[src/rtl/cr_huf_comp_st_lut_buf.sv]
// Buffers the small-table code-length words from the builder and streams them to the header assembler.
// Optional error checking is enabled by defining ST_LUT_BUF_ERR_CHK_EN.
module cr_huf_comp_st_lut_buf #(
  parameter int HDR_WIDTH = 64,
  parameter int DEPTH     = 4,
  parameter int ADDR_W    = $clog2(DEPTH),
  parameter int SIZE_W    = 8,
  parameter int HCLEN_W   = 4,
  localparam int BITS_W   = $clog2(HDR_WIDTH + 1)
) (
  input  logic                 clk,
  input  logic                 rst_n,
  input  logic                 clear,
  input  logic                 st_lut_wr,
  input  logic [HDR_WIDTH-1:0] st_lut_wr_data,
  input  logic [ADDR_W-1:0]    st_lut_wr_addr,
  input  logic                 st_lut_wr_done,
  input  logic [SIZE_W-1:0]    st_lut_stcl_size,
  input  logic [HCLEN_W-1:0]   st_lut_hclen,
  output logic                 st_read_done,
  output logic                 rd_valid,
  input  logic                 rd_ready,
  output logic [HDR_WIDTH-1:0] rd_data,
  output logic                 rd_last,
  output logic [BITS_W-1:0]    rd_bits,
  output logic [HCLEN_W-1:0]   rd_hclen,
  output logic                 err
);

  localparam int IDX_W = (DEPTH > 1) ? $clog2(DEPTH) : 1;
  localparam int CNT_W = $clog2(DEPTH + 1);
  localparam logic [31:0] HDR_W32 = HDR_WIDTH;
  localparam logic [31:0] DEPTH32 = DEPTH;

  typedef enum logic [1:0] {IDLE, FILL, READ, DONE} state_t;

  state_t                 state;
  logic [HDR_WIDTH-1:0]   mem [DEPTH];
  logic [CNT_W-1:0]       wcnt;
  logic [IDX_W-1:0]       rdptr;
  logic [SIZE_W-1:0]      size_q;

  logic                   in_fill;
  logic                   addr_ok;
  logic                   wr_ok;
  logic [IDX_W-1:0]       wr_idx;
  logic [CNT_W-1:0]       cnt_next;
  logic                   at_last;
  logic [31:0]            rem;
  logic [BITS_W-1:0]      bits_last;

  // Write acceptance, running word count and last-word bit count.
  always_comb begin
    in_fill   = (state == IDLE) || (state == FILL);
    addr_ok   = 32'(st_lut_wr_addr) < DEPTH32;
    wr_ok     = st_lut_wr && in_fill && addr_ok && !clear;
    wr_idx    = IDX_W'(st_lut_wr_addr);
    cnt_next  = wcnt;
    if (wr_ok && (32'(st_lut_wr_addr) + 32'd1 > 32'(wcnt)))
      cnt_next = CNT_W'(32'(st_lut_wr_addr) + 32'd1);
    at_last   = (32'(rdptr) + 32'd1) == 32'(wcnt);
    rem       = 32'(size_q) - (32'(wcnt) - 32'd1) * HDR_W32;
    bits_last = ((rem == 32'd0) || (rem > HDR_W32)) ? BITS_W'(HDR_WIDTH) : BITS_W'(rem);
  end

  always_ff @(posedge clk) begin
    if (wr_ok)
      mem[wr_idx] <= st_lut_wr_data;
  end

  always_ff @(posedge clk) begin
    if (!rst_n || clear) begin
      state        <= IDLE;
      wcnt         <= '0;
      rdptr        <= '0;
      size_q       <= '0;
      rd_hclen     <= '0;
      rd_valid     <= 1'b0;
      st_read_done <= 1'b0;
    end else begin
      case (state)
        IDLE, FILL: begin
          wcnt <= cnt_next;
          if (st_lut_wr_done) begin
            size_q   <= st_lut_stcl_size;
            rd_hclen <= st_lut_hclen;
            rdptr    <= '0;
            // An empty table skips streaming entirely.
            if (cnt_next == '0) begin
              state        <= DONE;
              st_read_done <= 1'b1;
            end else begin
              state    <= READ;
              rd_valid <= 1'b1;
            end
          end else if (wr_ok) begin
            state <= FILL;
          end
        end
        READ: begin
          if (rd_valid && rd_ready) begin
            if (at_last) begin
              state        <= DONE;
              rd_valid     <= 1'b0;
              st_read_done <= 1'b1;
            end else begin
              rdptr <= rdptr + 1'b1;
            end
          end
        end
        default: ;
      endcase
    end
  end

  assign rd_data = rd_valid ? mem[rdptr] : '0;
  assign rd_last = rd_valid && at_last;
  assign rd_bits = !rd_valid ? '0 : (at_last ? bits_last : BITS_W'(HDR_WIDTH));

`ifdef ST_LUT_BUF_ERR_CHK_EN
  logic err_q;

  // Sticky flag for protocol violations by the builder.
  always_ff @(posedge clk) begin
    if (!rst_n || clear)
      err_q <= 1'b0;
    else if ((st_lut_wr && (!addr_ok || !in_fill)) || (st_lut_wr_done && !in_fill))
      err_q <= 1'b1;
  end

  assign err = err_q;
`else
  assign err = 1'b0;
`endif

endmodule

[config.mk]
export PLATFORM = sky130hd
export DESIGN_NAME = cr_huf_comp_st_lut_buf
export DESIGN_NICKNAME = d
export VERILOG_FILES = /design/src/rtl/cr_huf_comp_st_lut_buf.sv
export SDC_FILE = /design/constraint.sdc
export NUM_CORES = 1
export LEC_CHECK = 0
export BUFFER_PORTS_ARGS = -buffer_cell sky130_fd_sc_hd__clkbuf_2
export CORE_ASPECT_RATIO = 0.5
export CORE_UTILIZATION = 35
export CTS_CLUSTER_DIAMETER = 200
export DETAILED_ROUTE_END_ITERATION = 6
export PLACE_DENSITY = 0.62
export SYNTH_ARGS = -nofsm -noshare
export SYNTH_HDL_FRONTEND = slang
export SYNTH_SLANG_ARGS = --single-unit
[constraint.sdc]
create_clock -name clk -period 2.9 [get_ports clk]
set_input_delay 0.58 -clock clk [delete_from_list [all_inputs] [get_ports clk]]
set_output_delay 0.58 -clock clk [all_outputs]
set_load 0.03 [all_outputs]
==> flow_summary.ini <==
[outcome]
status = finished with violations
violations = negative setup slack

[placed_design]
placed_area_um2 = 12500
io_buffers = 161
gp_congestion = 0.783
dp_cells = 1149
dpl.hpwl_um = 13700

[timing]
finalWorstSetupSlack_ns = -0.381
period_share_pct = 113
setup_viol = 7
final.setup_skew_ns = 0.00744
slew_violations = 0
slew_headroom_pct = 52.5
fmax_ghz = 0.305
hold_violations = 0
tightest_slew_ns = 0.713
rsz0062_at_grt = yes
finalSetupTns_ns = -2.54
period_needed_ns = 3.28

[clocking]
cts_hold_buffers = 0
cts_tree = built
cts_buffer_depth = 3
cts_sinks = 279
cts_buffers = 28
htreeDepth = 1
clk_latency_ns = 0.55
clk_pin_slew_ns = 0.07
root_buffer = clkbuf_16

[power_and_ir_drop]
vdd_drop_max_uv = 374
p_per_area_nw_per_um2 = 638
p_leak_nw = 4.75

[setup_path]
crit_path_max_fanout = 4
crit_path_end_kind = primary output
cp.arrival_ns = 2.70
worstSetupPathType = flip-flop to primary output
required_ns = 2.32
start_kind = flip-flop

[worst_hold_path]
hp-class = input pin to flip-flop

[logic_synthesis]
synth_cells = 568
ys_async_sr_fraction_pct = 0
synth_ff_type = edfxtp_1
avgSynthCellArea_um2 = 19.3
synthTopCellsByArea = edfxtp_1, mux4_2, and2_1
ys_warn_count = 0
synth.ff_latch_count = 279
yosysTopAreaCell = edfxtp_1
synth_top_area_share_pct = 70.2
ys_types = 40
synth_edf_count = 256
synth_area_um2 = 10900
seq_area_frac_synth_pct = 74.4
syn-num-nets = 664

[global_route]
grt_max_degree = 67
grt_pass1_vias = 6201
grt_pass1_wl_um = 34500
overflow = 0
grt_antenna_before_repair = 0
gr-usage-all-layers_pct = 14.1

[final_layout]
fin_area_um2 = 13700
antennaDiodeCount = 0
multi_input_area_um2 = 2720
post_layout_nonfiller_instances = 1205
fillers = 2672
syn2layout_area_growth_pct = 24.9
seqCellArea_um2 = 8160
nets = 856
final_layout_size_suffix_gt1_share_pct = 42.6
utilization_pct = 44.8

[drt]
first_iter_violations = 275
drt_wl_total_um = 22400
viasPerCell = 4.77
drc = 0
first_pass_iters = 4
postRouteAntennaNets = 0
via_count = 5745
wl_per_cell_um = 18.6

[floorplan]
start_util_pct = 35.9
die_h_um = 127
core_area_um2 = 30500
ioPinCount = 163
dieArea_um2 = 32000
fp-row-count = 45
die_width_um = 252

[flow_run]
maxCapViolations = 0
[cell usage in the layout, fill, tap and decap left out, types with 4 or more instances in the layout]
master	count
nand2_1	29
bufinv_16	6
ha_1	10
and2_4	10
inv_1	7
nor2_1	11
clkinv_2	5
clkbuf_16	28
edfxtp_1	256
and2_1	64
clkbuf_2	154
buf_4	16
clkinvlp_4	4
a21oi_1	16
buf_8	6
buf_12	10
mux4_2	64
dfxtp_1	18
inv_2	4
[layout make-up]
type / instances / share of cell area [%]
repair buffers: 188 / 8.93
clock buffers: 31 / 5.21
clock inverters: 21 / 2.07
multi-input cells: 252 / 19.9
flip-flops and latches: 279 / 59.7
well taps: 423 / 3.87
inverters: 11 / 0.302
[final timing paths]
| path | startpoint | endpoint | slack (ns) | cells after the start |
|---|---|---|---|---|
| worst max-delay path | wcnt[0]$_SDFFE_PP0N_ | rd_bits[2] | -0.38 | 11 |
| worst min register to register | rd_hclen[3]$_SDFFE_PP0P_ | rd_hclen[3]$_SDFFE_PP0P_ | 0.46 | 2 |
| worst min-delay path | st_lut_wr_data[23] | mem[0][23]$_DFFE_PP_ | 0.24 | 1 |
| worst max register to register | wcnt[2]$_SDFFE_PP0N_ | rd_valid$_SDFFE_PP0P_ | 0.75 | 7 |
[cells in the mapped netlist, drive strengths merged (5+ instances only)]
library cell	number
ha	11
buf	9
a21oi	16
inv	11
and2	74
nor2	12
clkbuf	17
mux4	64
nand2	29
o21ai	5
dfxtp	23
edfxtp	256
[critical path, cell delays in order (launching register included)]
cell and delay [ns]:
dfxtp_2 0.34, inv_2 0.05, ha_4 0.26, inv_2 0.04
fa_2 0.41, inv_2 0.05, o2111a_2 0.22, a31oi_2 0.06
a211oi_2 0.28, buf_4 0.19, and2_4 0.15, buf_8 0.11
[where the power goes]
part	switching [W]	total, W	internal, W
Clock	0.00153	0.00385	0.00232
Sequential	0.0000203	0.00449	0.00447
Combinational	0.000225	0.000373	0.000148
Total	0.00178	0.00872	0.00694
[per-layer routing]
layer	GRT usage [%]	up-vias	wire [um]
met5	0	-	0
met2	26.0	81	12000
li1	-	2632	-
met1	17.4	2996	9350
met3	2.55	36	632
met4	3.17	0	435
[kinds of logic (layout without fill, tap and decap cells)]
| logic type | after synthesis | count (layout) | synth area share (%) |
|---|---|---|---|
| multiplexers | 67 | 67 | 13.5 |
| adder cells (fa/ha/maj) | 12 | 12 | 1.44 |
| AND/OR/NAND/NOR | 137 | 137 | 7.05 |
| AO/OA/AOI/OAI | 32 | 32 | 1.93 |
| buffers and inverters | 37 | 251 | 1.38 |
| XOR/XNOR | 3 | 3 | 0.240 |
| flip-flops | 279 | 279 | 74.4 |
| other | 1 | 1 | 0.0343 |
[state kept, by name, indices dropped and copies added (netlist names), named ones only]
register / count
state: 2
rd_valid: 1
rd_hclen: 4
mem: 256
size_q: 8
wcnt: 3
rdptr: 2
st_read_done: 1
[through the flow]
stage | hold slack (ns) | total power [W] | worst slack [ns]
2_1_floorplan | 0.436 | 0.00477 | 0.0559
3_3_place_gp | 0.443 | 0.00493 | -0.0375
3_5_place_dp | 0.450 | 0.00494 | -0.0709
4_1_cts | 0.208 | 0.00882 | -0.391
5_1_grt | 0.219 | 0.00900 | -0.486
6_report | 0.242 | 0.00872 | -0.381
[timing repair]
action,CTS,global route
resized for setup,29,17
pin swaps,6,7
hold endpoints to repair,0,0
endpoints found under the setup margin,31,7
setup buffers,2,2
Power figures use the tool's default switching activity.
